File: src/rtl/sprite_row_renderer.sv
// sprite_row_renderer: walks one bitmap sprite per frame. On each scanline it
// fetches one row from an external combinational sprite ROM and shifts that row
// out MSB first as a 1-bit pixel stream on gfx.
//
// Ports:
//   clk          pixel clock
//   reset        asynchronous, active-low reset
//   vstart       1-cycle strobe, sprite top reached this frame
//   load         1-cycle strobe, fetch the next row (during hblank)
//   hstart       1-cycle strobe, sprite left edge reached
//   rom_addr     registered row address to the sprite ROM
//   rom_bits     ROM data, combinationally valid for rom_addr
//   gfx          registered pixel, 1 = sprite pixel lit
//   in_progress  high while a sprite is active in this frame
//
// Optional feature: define SPRITE_HMIRROR_EN to draw each row twice as wide.
// The right half is the left half mirrored, which gives a symmetric sprite
// 2*WIDTH pixels wide.
//
// Timing: the strobes are registered once on entry, so the fetch and draw
// latencies are fixed and independent of the upstream compare logic.
//   hstart sampled at edge N -> pixel 0 on gfx after edge N+2.
//   load   sampled at edge N -> rom_addr after N+2, row captured at N+3.
//   Because of that, hstart is accepted from edge N+3 onward.
module sprite_row_renderer #(
  parameter int WIDTH  = 8,
  parameter int HEIGHT = 16,
  localparam int AW = (HEIGHT > 1) ? $clog2(HEIGHT) : 1
) (
  input  logic             clk,
  input  logic             reset,
  input  logic             vstart,
  input  logic             load,
  input  logic             hstart,
  output logic [AW-1:0]    rom_addr,
  input  logic [WIDTH-1:0] rom_bits,
  output logic             gfx,
  output logic             in_progress
);

  // Number of pixels drawn per row.
`ifdef SPRITE_HMIRROR_EN
  localparam int DLEN = 2 * WIDTH;
`else
  localparam int DLEN = WIDTH;
`endif
  localparam int XW = (DLEN > 1) ? $clog2(DLEN) : 1;
  localparam int IW = (WIDTH > 1) ? $clog2(WIDTH) : 1;

  localparam logic [2:0] WAIT_VSTART = 3'd0;
  localparam logic [2:0] WAIT_LOAD   = 3'd1;
  localparam logic [2:0] LOAD_SETUP  = 3'd2;
  localparam logic [2:0] LOAD_FETCH  = 3'd3;
  localparam logic [2:0] WAIT_HSTART = 3'd4;
  localparam logic [2:0] DRAW        = 3'd5;

  logic [2:0]       state;
  logic [2:0]       state_nxt;
  logic [AW-1:0]    ycount;
  logic [XW-1:0]    xcount;
  logic [WIDTH-1:0] row;
  logic             vstart_q;
  logic             load_q;
  logic             hstart_q;
  logic             x_last;
  logic             y_last;
  logic [IW-1:0]    pix_idx;
  logic             pix;

  assign x_last = (xcount == XW'(DLEN - 1));
  assign y_last = (ycount == AW'(HEIGHT - 1));

  // Map the draw position to a bit of the fetched row. The left half is
  // drawn MSB first. In the mirrored build, the right half walks the same
  // row LSB first.
  always_comb begin
    pix_idx = '0;
`ifdef SPRITE_HMIRROR_EN
    if (xcount >= XW'(WIDTH)) begin
      pix_idx = IW'(xcount - XW'(WIDTH));
    end else begin
      pix_idx = IW'(XW'(WIDTH - 1) - xcount);
    end
`else
    pix_idx = IW'(XW'(WIDTH - 1) - xcount);
`endif
  end

  assign pix = row[pix_idx];

  // The state machine only looks at the registered strobes. A strobe that
  // arrives while the state machine is in any other state is simply dropped.
  // For example, a load that comes together with vstart is consumed while
  // the state machine is still in WAIT_VSTART.
  always_comb begin
    state_nxt = state;
    case (state)
      WAIT_VSTART: if (vstart_q) state_nxt = WAIT_LOAD;
      WAIT_LOAD:   if (load_q)   state_nxt = LOAD_SETUP;
      LOAD_SETUP:                state_nxt = LOAD_FETCH;
      LOAD_FETCH:                state_nxt = WAIT_HSTART;
      WAIT_HSTART: if (hstart_q) state_nxt = DRAW;
      DRAW: begin
        if (x_last) begin
          state_nxt = y_last ? WAIT_VSTART : WAIT_LOAD;
        end
      end
      default:                   state_nxt = WAIT_VSTART;
    endcase
  end

  always_ff @(posedge clk or negedge reset) begin
    if (!reset) begin
      state       <= WAIT_VSTART;
      in_progress <= 1'b0;
      rom_addr    <= '0;
      gfx         <= 1'b0;
      ycount      <= '0;
      xcount      <= '0;
      row         <= '0;
      vstart_q    <= 1'b0;
      load_q      <= 1'b0;
      hstart_q    <= 1'b0;
    end else begin
      vstart_q    <= vstart;
      load_q      <= load;
      hstart_q    <= hstart;
      state       <= state_nxt;
      // in_progress is registered together with state, so it never
      // disagrees with state for a cycle.
      in_progress <= (state_nxt != WAIT_VSTART);
      gfx         <= 1'b0;
      case (state)
        WAIT_VSTART: begin
          ycount <= '0;
        end
        WAIT_LOAD: begin
          xcount <= '0;
        end
        LOAD_SETUP: begin
          rom_addr <= ycount;
        end
        LOAD_FETCH: begin
          row <= rom_bits;
        end
        DRAW: begin
          gfx <= pix;
          // Both counters saturate at their last value instead of wrapping.
          // WAIT_LOAD and WAIT_VSTART clear them before they are used again.
          if (!x_last) begin
            xcount <= xcount + XW'(1);
          end else if (!y_last) begin
            ycount <= ycount + AW'(1);
          end
        end
        default: begin
        end
      endcase
    end
  end

endmodule
File: config.mk
export PLATFORM = sky130hd
export DESIGN_NAME = sprite_row_renderer
export DESIGN_NICKNAME = d
export VERILOG_FILES = /design/src/rtl/sprite_row_renderer.sv
export SDC_FILE = /design/constraint.sdc
export NUM_CORES = 1
export LEC_CHECK = 0
export BUFFER_PORTS_ARGS = -buffer_cell sky130_fd_sc_hd__buf_2
export CORE_ASPECT_RATIO = 1.2
export CORE_UTILIZATION = 52
export CTS_BUF_LIST = sky130_fd_sc_hd__clkbuf_2 sky130_fd_sc_hd__clkbuf_4 sky130_fd_sc_hd__clkbuf_8
export CTS_CLUSTER_SIZE = 40
export DETAILED_ROUTE_END_ITERATION = 12
export PLACE_DENSITY = 0.77
export SYNTH_ARGS = -nofsm -noshare
export SYNTH_HDL_FRONTEND = slang
export SYNTH_SLANG_ARGS = --single-unit
export TNS_END_PERCENT = 100
File: constraint.sdc
create_clock -name clk -period 2 [get_ports clk]
set_clock_uncertainty 0.15 [all_clocks]
set_input_delay 0.4 -clock clk [delete_from_list [all_inputs] [get_ports clk]]
set_output_delay 0.4 -clock clk [all_outputs]
set_load 0.005 [all_outputs]
After elaboration in Yosys (flattened, before gate mapping). Index checks and enable logic that the tools add are counted.

Bits in registers: 27. Bits of input ports: 13. Word-level logic and storage cells: 44.

Add/subtract/negate cells: 3. Order comparisons: 1. Eq/ne operators: 10. Mux-type cells: 14. Reductions and logical operators: 6.

Operators with widths (count): $pmux 3 s6 (1); $mux 3 (5); $eq 3x3->1 const B (3); $mux 4 (2); $pmux 4 s2 (1); $eq 3x2->1 const B (2); $ne 2x2->1 const B (3); $pmux 3 s2 (1); $add 4x1->4 const B (1); $eq 4x4->1 const B (1); $lt 3x4->1 const B (1); $reduce_bool 2->1 (2); $add 3x1->3 const B (1); $bmux 1 s3 (1); $eq 3x1->1 const B (1); $logic_not 3->1 (1); $mux 1 (3); $reduce_and 3->1 (1); $reduce_bool 3->1 (1); $sub 3x3->3 const A (1); $reduce_and 2->1 (1).

Logic depth before layout (Yosys ltp). Gate-level depths: netlist of run 1.

Depth after elaboration: 5. Depth in mapped cells: 6. Gate-level depth less buffers: 6.

Worst setup path after synthesis of run 1. No wires, ideal clock.

Kind: register to register. Start: register xcount[0]. End: register ycount[3]. Setup time: 77 ps. Arrival: 1639 ps. Slack: 134 ps. Cell stages (with the launch flop): 7. Buffers on the path: 0. Clock period less this slack: 1866 ps. Cell sequence: dfrtp_1 ha_1 ha_1 nor4bb_1 or3_1 or3_1 a21oi_1.

Word-level cells in the longest chain between the ends: 3.

Ends and longest elaborated chain: start: declaration (RTL line 60) `logic [XW-1:0] xcount;`; start signal: assignment (RTL line 151) `xcount <= xcount + XW'(1);`; $eq 3x3->1 (RTL line 70) `assign x_last = (xcount == XW'(DLEN - 1));`; $ne 2x2->1 (no source line); $reduce_and 3->1 (no source line); end signal: assignment (RTL line 153) `ycount <= ycount + AW'(1);`; end: declaration (RTL line 59) `logic [AW-1:0] ycount;`.

Every way passes these cells. A chain may end at the register's enable or synchronous reset.

Worst setup path in the final report of run 1. Ends and elaborated chain as after synthesis.

==> results of run 1 <==
[critical path, stage by stage, from the launching register on]
cell and delay, ns:
dfrtp_1 0.37, ha_1 0.19, ha_2 0.22, nor4bb_2 0.07, or3_1 0.37, or3_1 0.31
a21oi_1 0.14
[cell usage in the layout (no fill, tap or decap), types with 4 or more instances in the layout]
master,count
a21oi_1,5
a22o_1,5
buf_2,18
buf_4,4
clkbuf_4,4
dfrtp_1,27
dlygate4sd3_1,4
mux2_2,13
nand2_1,6
nor2_1,7
o21ai_0,4
[logic make-up (layout without fill, tap and decap cells)]
| logic type | after synthesis | count (layout) | share of synthesized area |
|---|---|---|---|
| flops | 27 | 27 | 0.550 |
| compound gates | 20 | 20 | 0.111 |
| buf+inv | 3 | 30 | 0.0112 |
| fa+ha+maj | 4 | 4 | 0.0408 |
| mux | 16 | 16 | 0.164 |
| simple gates | 29 | 29 | 0.122 |
[per-stage QoR]
step	hold slack [ns]	utilization	cells
finish	0.155	0.678	156
global route	0.119	0.678	156
CTS	0.0131	0.660	153
detailed placement	0.279	0.641	148
global placement	0.274	0.641	148
floorplan	-0.0456	-	99
[flip-flops by register name (all words and copies together) (netlist names)]
| register | flops |
|---|---|
| load_q | 1 |
| in_progress | 1 |
| vstart_q | 1 |
| row | 8 |
| rom_addr | 4 |
| xcount | 3 |
| gfx | 1 |
| hstart_q | 1 |
| state | 3 |
| ycount | 4 |
[cell type report]
type / count / area (um2) / share of cell area
Multi-Input combinational cell: 69 / 547 / 0.377
Tap cell: 30 / 37.5 / 0.0259
Clock buffer: 4 / 30.0 / 0.0207
Timing Repair Buffer: 26 / 160 / 0.110
Sequential cell: 27 / 676 / 0.466
[per-layer routing]
metal	share of wire	vias to the layer above
met3	0.037	4
met4	0.012	0
li1	-	419
met2	0.52	29
met1	0.43	426
met5	0	-
[power by group]
part / switching (mW) / total (mW) / internal (mW)
Clock: 0.141 / 0.233 / 0.0915
Combinational: 0.249 / 0.581 / 0.333
Sequential: 0.117 / 0.804 / 0.687
Total: 0.507 / 1.62 / 1.11
[worst paths after layout]
check,start,end,cells after the start
setup / recovery,xcount[0],ycount[3],6
hold / removal,rom_bits[6],row[6],2
setup reg to reg,xcount[0],ycount[3],6
hold reg to reg,rom_addr[2],rom_addr[2],1
max in group asynchronous,reset,row[5],2
min in group asynchronous,reset,ycount[0],2
[repair_timing]
item,4_1_cts,5_1_grt
setup endpoints to repair,0,3
resized for setup,0,2
endpoints found under the hold margin,27,3
hold buffers,1,3
==> out/qor.yml, run 1 <==
syn_area_per_cell_um2: 12.4
dr_total_vias: 878
die_w_um: 46.4
synth_most_common_cell: "dfrtp_1"
netlist_area_um2: 1230
period_minus_slack_ns: 1.89
antenna_found_initial: 0
arrival_ns: 1.99
drv_cap: 0
syn-num-nets: 116
hold_path.class: "in -> reg"
die_y_um: 55.2
power_mw: 1.62
slew-limit-headroom: 0.620
use_met2: 0.284
criticalPathCategory: "reg -> reg"
met1_usage: 0.237
ant_nets: 0
grt_max_degree: 28
hold_viol: 0
htree_levels: 1
drive_gt1_frac: 0.341
synthArstFlopShare: 1.00
ys_top_cells_by_count: "dfrtp_1, mux2_2, nor2_1"
synth_ff_type: "dfrtp_1"
irDropWorstVdd_mv: 0.812
syn2layout_area_growth_pct: 18.1
fmax_mhz: 529
crit_required_ns: 2.10
viasPerCell: 5.63
fin_crit_sh: 0.946
antennaDiodeCount: 0
synth.area.top_cells: "dfrtp_1, mux2_2, ha_1"
fillers: 163
cts-root-buf: "clkbuf_4"
power_density_nw_per_um2: 1120
met3_usage: 0.0294
wl_per_cell_um: 13.0
firstDrtPassIters: 4
cts_tree: "done"
slew_viol_final: 0
clockBufferDepth: 2
port_buffers: 18
gp_congestion: 0.878
grt_pass1_wl_mm: 3.48
final_area_um2: 1450
clk_latency_ns: 0.31
fin_setup_tns_ns: 0
post_cts_buffers: 0
syn_inst: 99
start_kind: "flip-flop"
seq_area_frac_synth: 0.550
synth_edf_count: 0
setup_viol: 0
leakagePower_nw: 0.699
drt_iter0_drc: 12
path_clk_slew_ns: 0.13
synth_top_area_cell: "dfrtp_1"
worstSetupEndpointType: "flip-flop"
place_hpwl_mm: 1.48
synth_top_cell_area_share: 0.550
yosys_register_bits: 27
yosysUniqueCellTypes: 26
coreArea_um2: 2140
layout_setup_ws_ns: 0.109
pre_cts_slack_ns: 0.0763
status: "finished, final reports clean"
drc: 0
placed_area_um2: 1370
clock_sinks: 27
reg2reg_slack_ns: 0.11
nNetsFinal: 144
track_usage: 0.184
busiest_layer: "met2"
tightest_slew_ns: 0.570
grt_overflow: 0
start_util: 0.574
cp_max_fo: 4
drt_wl_total_mm: 2.03
die-area_um2: 2560
io_pins: 19
ys_warn_count: 0
num_rows: 18
grt_pass1_vias: 829
cts_buffers: 3
Power figures use the tool's default switching activity.
==> inputs of run 2 (changes only) <==
--- a/config.mk
+++ b/config.mk
@@ -11,7 +11,7 @@
 export CTS_BUF_LIST = sky130_fd_sc_hd__clkbuf_2 sky130_fd_sc_hd__clkbuf_4 sky130_fd_sc_hd__clkbuf_8
 export CTS_CLUSTER_SIZE = 40
 export DETAILED_ROUTE_END_ITERATION = 12
-export PLACE_DENSITY = 0.77
+export PLACE_DENSITY = 0.85
 export SYNTH_ARGS = -nofsm -noshare
 export SYNTH_HDL_FRONTEND = slang
 export SYNTH_SLANG_ARGS = --single-unit
==> out/qor.yml, run 2 (synthesized netlist as in run 1, its figures left out) <==
status: "finished, final reports clean"
crit_slowest_cell: "dfrtp_1"
antennaDiodeCount: 0  # unchanged
final_common_cell: "dfrtp_1"
slew-limit-headroom: 0.622  # +0.00151
path_clk_slew_ns: 0.13  # about the same
drt_iter0_drc: 15  # +3
irDropWorstVdd_mv: 0.853  # +5.0%
io_pins: 19  # unchanged
cp_max_fo: 4  # unchanged
syn2layout_area_growth_pct: 17.9
power_density_nw_per_um2: 1130  # +0.96%
num_rows: 18  # unchanged
setup_viol: 0  # unchanged
antenna_found_initial: 0  # unchanged
fmax_mhz: 522  # -1.2%
top_register: "row"
clk_latency_ns: 0.32  # about the same
grt_overflow: 0  # unchanged
dr_total_vias: 869  # -1.0%
criticalPathCategory: "reg -> reg"
fin_crit_sh: 0.957  # +0.0115
drc: 0  # unchanged
layout_common_cells: "dfrtp_1, buf_2, mux2_2"
drt_wl_total_mm: 2.15  # +5.9%
grt_pass1_wl_mm: 3.73  # +7.1%
crit_required_ns: 2.11  # about the same
clockBufferDepth: 2  # unchanged
die_w_um: 46.4  # unchanged
cpPeakStageDelay_ns: 0.38  # about the same
track_usage: 0.197  # +0.0128
die_y_um: 55.2  # unchanged
largest_register_ffs: 8  # unchanged
viasPerCell: 5.57  # -1.0%
coreArea_um2: 2140  # unchanged
cts_tree: "done"
hold_viol: 0  # unchanged
crit_chain: "ha_1 > ha_1 > nor4bb_2 > or3_1 > or3_1 > a21oi_1"
place_hpwl_mm: 1.63  # +10%
start_kind: "flip-flop"
gp_congestion: 0.895  # +2.0%
cts-root-buf: "clkbuf_4"
nNetsFinal: 144  # unchanged
cts_buffers: 3  # unchanged
period_minus_slack_ns: 1.91  # +0.0229 ns
rsz0062_at_grt: "no"
slew_viol_final: 0  # unchanged
die-area_um2: 2560  # unchanged
drv_cap: 0  # unchanged
ant_nets: 0  # unchanged
top_regs: "row: 8 flops, rom_addr: 4 flops, ycount: 4 flops"
stdcell_count: 156  # unchanged
drive_gt1_frac: 0.333  # -0.00794
firstDrtPassIters: 4  # unchanged
multi_input_area_um2: 544  # -0.46%
grt_pass1_vias: 892  # +7.6%
htree_levels: 1  # unchanged
arrival_ns: 2.02  # +0.03 ns
fillers: 168  # +3.1%
wl_per_cell_um: 13.8  # +5.9%
tightest_slew_ns: 0.568  # -0.00226 ns
port_buffers: 18  # unchanged
grt_max_degree: 28  # unchanged
clock_sinks: 27  # unchanged
leakagePower_nw: 0.702  # +0.45%
seqCellArea_um2: 676  # unchanged
start_util: 0.574  # unchanged
hold_path.class: "in -> reg"
power_mw: 1.63  # +0.79%
worstSetupEndpointType: "flip-flop"
fin_setup_tns_ns: 0  # unchanged
dp_cells: 148  # unchanged
run 2: cell types whose count changed in the layout (fill, tap and decap cells not counted):
cell / delta
ha_1: +1
ha_2: -1
run 2: worst max-delay path: cells and delay by family (launching register included):
kind,cells,cell delay [ns]
simple gates,3,0.77
compound gates,1,0.14
flops,1,0.38
fa+ha+maj,2,0.42
run 2: area by class of cell:
class / instances / area share
Clock buffer: 4 / 0.0207
Multi-Input combinational cell: 69 / 0.376
Sequential cell: 27 / 0.467
Tap cell: 30 / 0.0259
Timing Repair Buffer: 26 / 0.111
run 2: what timing repair did:
item                                    in CTS  in global routing
resized for setup                            0                  1
hold buffers                                 1                  3
endpoints found under the hold margin       27                  3
setup buffers                                0                  0
endpoints found under the setup margin       0                  1
run 2: per-stage QoR:
stage                util  worst slack (ns)  hold slack (ns)  cell area [um2]
global placement    0.641             0.200            0.271             1370
global route        0.677          0.000944            0.127             1450
finish              0.677            0.0858            0.148             1450
detailed placement  0.641             0.111            0.279             1370
CTS                 0.660            0.0961           0.0107             1410
floorplan               -             0.134          -0.0456             1230
run 2: metal layers:
metal,part of all wire,track usage
met2,0.53,0.333
met5,0,0
met4,0.029,0.0882
met3,0.028,0.0294
met1,0.42,0.232
run 2: power breakdown:
part | internal, mW | switching (mW) | leakage [nW]
clock network | 0.0917 | 0.147 | 0.0184
logic | 0.333 | 0.257 | 0.340
registers | 0.687 | 0.115 | 0.343
total | 1.11 | 0.519 | 0.702
run 2: worst paths after layout:
kind / startpoint / endpoint / slack (ns) / depth (start not counted)
hold / removal: rom_bits[6] / row[6] / 0.15 / 2
min in group asynchronous: reset / rom_addr[3] / 0.45 / 2
setup / recovery: xcount[1] / ycount[3] / 0.09 / 6
setup reg to reg: xcount[1] / ycount[3] / 0.09 / 6
max in group asynchronous: reset / row[3] / 0.88 / 2
hold reg to reg: row[0] / row[0] / 0.37 / 1
